===== src/rtl/instr_imm_encoder_pkg.sv =====
// Shared types and constants for the immediate encoder.
// Format select, field widths and sign-extension helper.
package instr_imm_encoder_pkg;

  typedef enum logic [1:0] {
    FMT_IMM4,
    FMT_IMM8,
    FMT_IMM12
  } fmt_e;

  localparam int unsigned IMM4_W  = 4;
  localparam int unsigned IMM8_W  = 8;
  localparam int unsigned IMM12_W = 12;

  localparam logic [3:0] OPC_IMM12 = 4'b0111;

  function automatic fmt_e fmt_of(input logic [3:0] opc);
    fmt_e f;
    f = FMT_IMM8;
    unique case (1'b1)
      opc[3]:             f = FMT_IMM4;
      (opc == OPC_IMM12): f = FMT_IMM12;
      default:            f = FMT_IMM8;
    endcase
    return f;
  endfunction

  function automatic logic [15:0] sext(
    input fmt_e        f,
    input logic [15:0] v
  );
    logic [15:0] r;
    unique case (f)
      FMT_IMM4:
        r = {{(16-IMM4_W){v[IMM4_W-1]}}, v[IMM4_W-1:0]};
      FMT_IMM12:
        r = {{(16-IMM12_W){v[IMM12_W-1]}}, v[IMM12_W-1:0]};
      default:
        r = {{(16-IMM8_W){v[IMM8_W-1]}}, v[IMM8_W-1:0]};
    endcase
    return r;
  endfunction

endpackage


===== src/rtl/imm_range_check.sv =====
// Checks that an immediate fits its field and
// returns the truncated field, zero-padded to 12 bits.
module imm_range_check
  import instr_imm_encoder_pkg::*;
(
  input  fmt_e        fmt_i,
  input  logic [15:0] imm_i,
  output logic        fit_o,
  output logic [11:0] field_o
);

  always_comb begin
    fit_o   = (sext(fmt_i, imm_i) == imm_i);
    field_o = '0;
    unique case (fmt_i)
      FMT_IMM4:  field_o = {8'b0, imm_i[3:0]};
      FMT_IMM12: field_o = imm_i[11:0];
      default:   field_o = {4'b0, imm_i[7:0]};
    endcase
  end

endmodule


===== src/rtl/instr_imm_encoder.sv =====
// Encodes opcode/register/immediate into 16-bit words
// and streams them with an auto-incrementing address.
module instr_imm_encoder
  import instr_imm_encoder_pkg::*;
#(
  parameter int ADDR_W = 8
) (
  input  logic              clk,
  input  logic              rst,
  input  logic              in_valid,
  output logic              in_ready,
  input  logic [3:0]        in_opcode,
  input  logic [3:0]        in_ra,
  input  logic [3:0]        in_rb,
  input  logic [15:0]       in_imm,
  output logic              out_valid,
  input  logic              out_ready,
  output logic [15:0]       out_instr,
  output logic [ADDR_W-1:0] out_addr,
  input  logic              addr_clear,
  output logic              err,
  output logic [7:0]        err_count
);

  typedef enum logic {
    S_IDLE,
    S_HOLD
  } state_e;

  state_e             state_q, state_d;
  logic               vld_q, vld_d;
  logic [15:0]        instr_q, instr_d;
  logic [ADDR_W-1:0]  addr_q, addr_d;
  logic               clrp_q, clrp_d;
  logic               err_q, err_d;
  logic [7:0]         cnt_q, cnt_d;

  fmt_e        fmt;
  logic        fit;
  logic [11:0] field;
  logic [15:0] word;

  assign fmt = fmt_of(in_opcode);

  imm_range_check u_chk (
    .fmt_i   (fmt),
    .imm_i   (in_imm),
    .fit_o   (fit),
    .field_o (field)
  );

  always_comb begin
    word = '0;
    unique case (fmt)
      FMT_IMM4:  word = {in_opcode, in_ra, in_rb, field[3:0]};
      FMT_IMM12: word = {in_opcode, field};
      default:   word = {in_opcode, in_ra, field[7:0]};
    endcase
  end

  always_comb begin
    state_d = state_q;
    vld_d   = vld_q;
    instr_d = instr_q;
    addr_d  = addr_q;
    clrp_d  = clrp_q;
    err_d   = 1'b0;
    cnt_d   = cnt_q;
    unique case (state_q)
      S_IDLE: begin
        clrp_d = 1'b0;
        if (addr_clear) addr_d = '0;
        if (in_valid) begin
          if (fit) begin
            instr_d = word;
            vld_d   = 1'b1;
            state_d = S_HOLD;
          end else begin
            err_d = 1'b1;
            if (cnt_q != 8'hFF) cnt_d = cnt_q + 8'd1;
          end
        end
      end
      S_HOLD: begin
        // a clear seen mid-hold is deferred so the pending
        // word keeps its address until it is taken
        if (addr_clear) clrp_d = 1'b1;
        if (out_ready) begin
          vld_d   = 1'b0;
          state_d = S_IDLE;
          clrp_d  = 1'b0;
          if (addr_clear || clrp_q) addr_d = '0;
          else addr_d = addr_q + ADDR_W'(1);
        end
      end
      default: state_d = S_IDLE;
    endcase
  end

  always_ff @(posedge clk) begin
    if (rst) begin
      state_q <= S_IDLE;
      vld_q   <= 1'b0;
      instr_q <= '0;
      addr_q  <= '0;
      clrp_q  <= 1'b0;
      err_q   <= 1'b0;
      cnt_q   <= '0;
    end else begin
      state_q <= state_d;
      vld_q   <= vld_d;
      instr_q <= instr_d;
      addr_q  <= addr_d;
      clrp_q  <= clrp_d;
      err_q   <= err_d;
      cnt_q   <= cnt_d;
    end
  end

  assign in_ready  = (state_q == S_IDLE);
  assign out_valid = vld_q;
  assign out_instr = instr_q;
  assign out_addr  = addr_q;
  assign err       = err_q;
  assign err_count = cnt_q;

endmodule


===== config.mk =====
export PLATFORM = sky130hd
export DESIGN_NAME = instr_imm_encoder
export DESIGN_NICKNAME = d
export VERILOG_FILES = /design/src/rtl/instr_imm_encoder_pkg.sv /design/src/rtl/imm_range_check.sv /design/src/rtl/instr_imm_encoder.sv
export SDC_FILE = /design/constraint.sdc
export NUM_CORES = 1
export LEC_CHECK = 0
export BUFFER_PORTS_ARGS = -buffer_cell sky130_fd_sc_hd__buf_2
export CAP_MARGIN = 10
export CORE_MARGIN = 4
export CORE_UTILIZATION = 40
export DETAILED_ROUTE_END_ITERATION = 7
export HOLD_SLACK_MARGIN = 0.02
export PLACE_DENSITY = 0.67
export SLEW_MARGIN = 0
export SYNTH_ARGS = -nofsm -noshare
export SYNTH_HDL_FRONTEND = slang
export SYNTH_SLANG_ARGS = --single-unit

===== constraint.sdc =====
create_clock -name clk -period 3.4 [get_ports clk]
set_input_delay 1.02 -clock clk [delete_from_list [all_inputs] [get_ports clk]]
set_output_delay 1.02 -clock clk [all_outputs]
set_load 0.02 [all_outputs]

# Yosys cells after proc, flatten, opt, wreduce, memory -nomap -nowiden

Index checks and enable logic that the tools add are counted.

Bits of input ports: 33
Output and inout port bits: 35
Word-level logic and storage cells: 48
Register bits after elaboration: 36

Add/sub/neg operators: 2
Equality and inequality tests: 9
Bitwise operators: 3
Reduce and logical (&&, ||, !) cells: 7
Muxes and demuxes: 20

Operators with widths:

| operator                                                        | number |
|---|---|
| 12-bit case mux with 2 select lines                             | 2 |
| 16-bit case mux with 2 select lines                             | 1 |
| 8-bit 2-to-1 mux                                                | 3 |
| 8-bit by 1-bit adder with 8-bit output, second input constant   | 2 |
| 16-bit == test                                                  | 1 |
| 8-bit case mux with 2 select lines                              | 1 |
| 1-bit 2-to-1 mux                                                | 9 |
| 8-bit != test, second input constant                            | 1 |
| 1-bit case mux with 2 select lines                              | 3 |
| 3-bit AND reduction                                             | 2 |
| 4-bit by 3-bit == test with 1-bit output, second input constant | 1 |
| 2-bit by 1-bit != test with 1-bit output, second input constant | 2 |
| 2-bit != test, second input constant                            | 2 |
| 2-bit case mux with 2 select lines                              | 1 |
| 4-bit AND reduction                                             | 1 |
| 3-bit != test, second input constant                            | 1 |
| 1-bit inverter                                                  | 3 |
| 3-bit OR reduction                                              | 1 |
| 2-bit == test, second input constant                            | 1 |
| 2-bit zero test                                                 | 1 |
| 2-bit AND reduction                                             | 1 |
| 1-bit logical OR                                                | 1 |

# Longest topological paths before layout

Word-level depth: 8
Depth in mapped cells: 8

# Cells and area by module

Synthesis repeated with hierarchy kept, for this count alone.

Cell total of the unflattened synthesis: 223
Area, all modules: 1898.1 um2

Modules (own cells, without submodules):

| module            | cells each | times used | area each (um2) | seq. area each (um2) |
|---|---|---|---|---|
| instr_imm_encoder | 191        | 1          | 1690.4          | 720.7 |
| imm_range_check   | 32         | 1          | 207.7           | 0.0 |

# Least setup slack after synthesis

Ideal clock, no wire load.

Path type: input-to-reg
Start point: in in_opcode[3]
End point: reg cnt_q[0], in the netlist err_count[0]
Library setup time: 0.121 ns
Setup slack: 0.658 ns
Required time: 3.279 ns
Cell stages on the path: 8
Arrival time: 2.621 ns
Path through: buf_6 and4b_1 o32a_1 o21ai_2 nor2_1 buf_6 nor3_1 mux2_2

Longest elaborated chain between the ends: 7
Elaborated cells between the ends (all ways): 8

RTL lines:

| what                                                    | line                        | RTL |
|---|---|---|
| start: declaration                                      | instr_imm_encoder.sv:12     | `input logic [3:0] in_opcode,` |
| 4-bit by 3-bit == test with 1-bit output                | instr_imm_encoder_pkg.sv:22 | `(opc == OPC_IMM12): f = FMT_IMM12;` |
| 2-bit case mux with 2 select lines *                    | instr_imm_encoder_pkg.sv:20 | `unique case (1'b1)` |
| 2-bit == test / 2-bit zero test (equally long branches) | instr_imm_encoder_pkg.sv:33 | `unique case (f)` |
| 16-bit case mux with 2 select lines *                   | instr_imm_encoder_pkg.sv:33 |  |
| 16-bit == test *                                        | imm_range_check.sv:13       | `fit_o = (sext(fmt_i, imm_i) == imm_i);` |
| 1-bit inverter (no source line) *                       | -                           |  |
| 4-bit AND reduction (no source line) *                  | -                           |  |
| end signal: assignment                                  | instr_imm_encoder.sv:116    | `cnt_q <= cnt_d;` |
| end: declaration                                        | instr_imm_encoder.sv:36     | `logic [7:0] cnt_q, cnt_d;` |

Mark *: on every way between the ends. The rest lies on a longest branch, timed or not.
A chain may end at the register's enable or synchronous reset.

# Final worst setup path

Start point: in in_opcode[3]
End point: reg cnt_q[4], in the netlist err_count[4]

Same word-level chain as after synthesis.

==> run metrics <==
Tcrit/Tclk final=77.3%; Comb power frac=9.7%; Hold Path Cell Cnt=2; FF+latch count, synth=36; Die X=75.6 µm; Clock Power Share=between 40 and 50%; global-route wire length before repair=6.78 mm; Hold Path Class=reg2reg; area leader, netlist=dfxtp_1; residual DRC count=0; max-cap violations=0; routed length per placed instance=approximately 13 µm; # rows=24; Final Instance Area=0.00231 mm²; Port Buffers=67; RSZ-0062 raised after global routing=false; Startpoint Class=input port; initial antenna violation count=0; Worst R2R Setup Slack=1670 ps; Synth Instances=199; Post-CTS Hold Buffers=0; NetSw=about 0.00021 W; ratio of cells with drive above 1 in the final layout=36.3%; commonest register cell after synthesis=dfxtp_1; syn nets=234; Hold WS=~490 ps; EDFF count, synth=0; TNS Setup=0 ps; Post-DP HPWL=between 3 and 4 mm; status=finished clean; post-synthesis cell type count=36; Power Internal=0.000723 W; Worst R2R Path Depth=6; Max H-tree Level=2; YS warnings=0; WP data required=about 3600 ps; Yosys top cell area share=39.5%; final wirelength=4.15 mm; final hold violation count=0; total gr overflow=0; area of the multi-input gates=0.00102 mm²; worst ir drop on vdd=between 200 and 250 µV; worst-path maximum fanout=10; DIE AREA=0.00571 mm²; Net Sw Frac=22.3%; setup violators final=0; Async S/R FF share, synth=0%; area grow syn2layout=26.3%; Mapped Area=approximately 0.0018 mm²; LEAKAGE=between 1 and 1.5 nW; Core Region=between 0.004 and 0.005 mm²; root buffer cell=clkbuf_8; Reg area=approximately 720 µm²; starting density of the core=41.7%; Fmax achieved=0.381 GHz; top cells by area, synth=dfxtp_1 39%, mux2i_1 11%, a211oi_2 6.8%; Clock Latency Late Sink=280 ps; Reg power frac=46.3%; vias per inst=5.16; number of global-route vias before repair=1,514; GRT Overall Usage=15.1%; Die Ht=approximately 76 µm; # IOs=68; final worst path period need=2630 ps; Max clock buf depth=2; Iter 0 DRT Violations=50; maximum clock skew at final layout=~3.6 ps; CTS clk-pin slew, worst paths=70 ps; Slew headroom=59.8%; Placer Congestion=roughly 0.74; clk sinks=36; Critical Path End Type=flop; nets=301; 1st-pass router iterations=4; worst slew pin tran=slightly below 600 ps; routed via count=1,646; filler cell count in the final layout=444; # Post-CTS Setup Buffers=0; pwr/cell area=403 mW/mm²; sequential share of the synthesized area=39.5%; Worst Setup Path Type=in2reg; Num CTS Buffers=5; final max-slew violation count=0; CTS tree=yes; total power=0.000931 W; Post-Syn Area per Cell=just over 9 µm²; largest net degree at the start of global routing=21; Routed Antenna Nets=0; Placed Area=0.00218 mm²; post-cts sizing count=0; diodes inserted=0; crit path DAT=2800 ps
[flip-flops by register name, summed over array words and instances (netlist names)]
register,flops
out_instr,16
err_count,8
out_addr,8
clrp_q,1
err,1
out_valid,1
state_q,1
[kinds of logic (layout without fill, tap and decap cells)]
| kind of cell | Yosys count | count (layout) | share of synthesized area [%] |
|---|---|---|---|
| adders and majority gates | 2 | 2 | 1.37 |
| muxes | 22 | 22 | 12.2 |
| and+or+nand+nor | 85 | 85 | 24.9 |
| buffers and inverters | 14 | 82 | 4.79 |
| AOI/OAI and AO/OA | 40 | 40 | 17.3 |
| DFF | 36 | 36 | 39.5 |
[power groups by stage]
stage / Combinational [W] / Sequential [W] / Clock (W)
finish: 0.0000899 / 0.000431 / 0.000410
global placement: 0.0000904 / 0.000441 / 0
CTS: 0.0000910 / 0.000431 / 0.000422
detailed placement: 0.0000906 / 0.000441 / 0
global route: 0.0000994 / 0.000432 / 0.000441
floorplan: 0.0000459 / 0.000447 / 0
[worst max-delay path, cell delays in order]
cell and delay (ps):
buf_2 220, mux2i_1 330, a211oi_2 130, o21ai_2 220, nor2_1 160, nor4_1 350, mux2_2 370
[cell usage in the layout (no fill, tap or decap), types with 2 or more instances in the layout]
| cell | count |
|---|---|
| buf_2 | 67 |
| dfxtp_1 | 36 |
| nor2_1 | 30 |
| mux2i_1 | 20 |
| a21oi_1 | 12 |
| a211oi_2 | 10 |
| nand2_1 | 9 |
| and3_1 | 7 |
| clkbuf_8 | 7 |
| nand3_1 | 6 |
| nor3_1 | 6 |
| or4_1 | 5 |
| nand2b_1 | 4 |
| o31ai_1 | 4 |
| o21ai_0 | 4 |
| nand3b_1 | 4 |
| buf_4 | 4 |
| inv_1 | 3 |
| a31oi_1 | 3 |
| nor4_1 | 3 |
| nor2b_1 | 3 |
| nor2_2 | 2 |
| mux2_2 | 2 |
| a21o_1 | 2 |
| ha_1 | 2 |
[Yosys cell counts, drive strengths merged (3+ instances only)]
master,count
nor2b,3
nand2,9
nand2b,4
nor3,7
dfxtp,36
clkbuf,6
mux2i,20
nor4,3
nand3,6
nand3b,4
a21oi,12
inv,3
nor2,32
o31ai,4
a211oi,10
buf,4
and3,7
or4,5
a31oi,3
o21ai,5
[routing by layer]
metal	global-route usage, %	up-vias	share of wire, %
li1	-	863	-
met3	4.22	2	6.8
met1	20.2	734	48
met4	3.50	0	0.31
met5	0	-	0
met2	24.4	47	45
[final timing paths]
path	end	from
worst min-delay path	out_instr[14]$_SDFFE_PP0P_	out_instr[14]$_SDFFE_PP0P_
worst max-delay path	err_count[4]$_SDFFE_PP0P_	in_opcode[3]
worst max register to register	err_count[0]$_SDFFE_PP0P_	err_count[3]$_SDFFE_PP0P_
worst min register to register	out_instr[14]$_SDFFE_PP0P_	out_instr[14]$_SDFFE_PP0P_
[final cells by class]
| class | instances | share of cell area [%] |
|---|---|---|
| clock inverter | 1 | 1.30 |
| timing repair buffer | 71 | 15.8 |
| tap | 52 | 2.82 |
| clock buffer | 7 | 4.18 |
| sequential | 36 | 31.2 |
| inverter | 3 | 0.488 |
| multi-input combinational | 149 | 44.1 |
[metrics by stage]
stage,utilization [%],cells,setup WS [ps]
CTS,52.6,319,770
floorplan,-,199,658
global placement,49.7,311,491
detailed placement,49.7,311,454
finish,52.6,319,772
global route,52.6,319,585
Note: power is estimated with default switching activity, not from simulation.
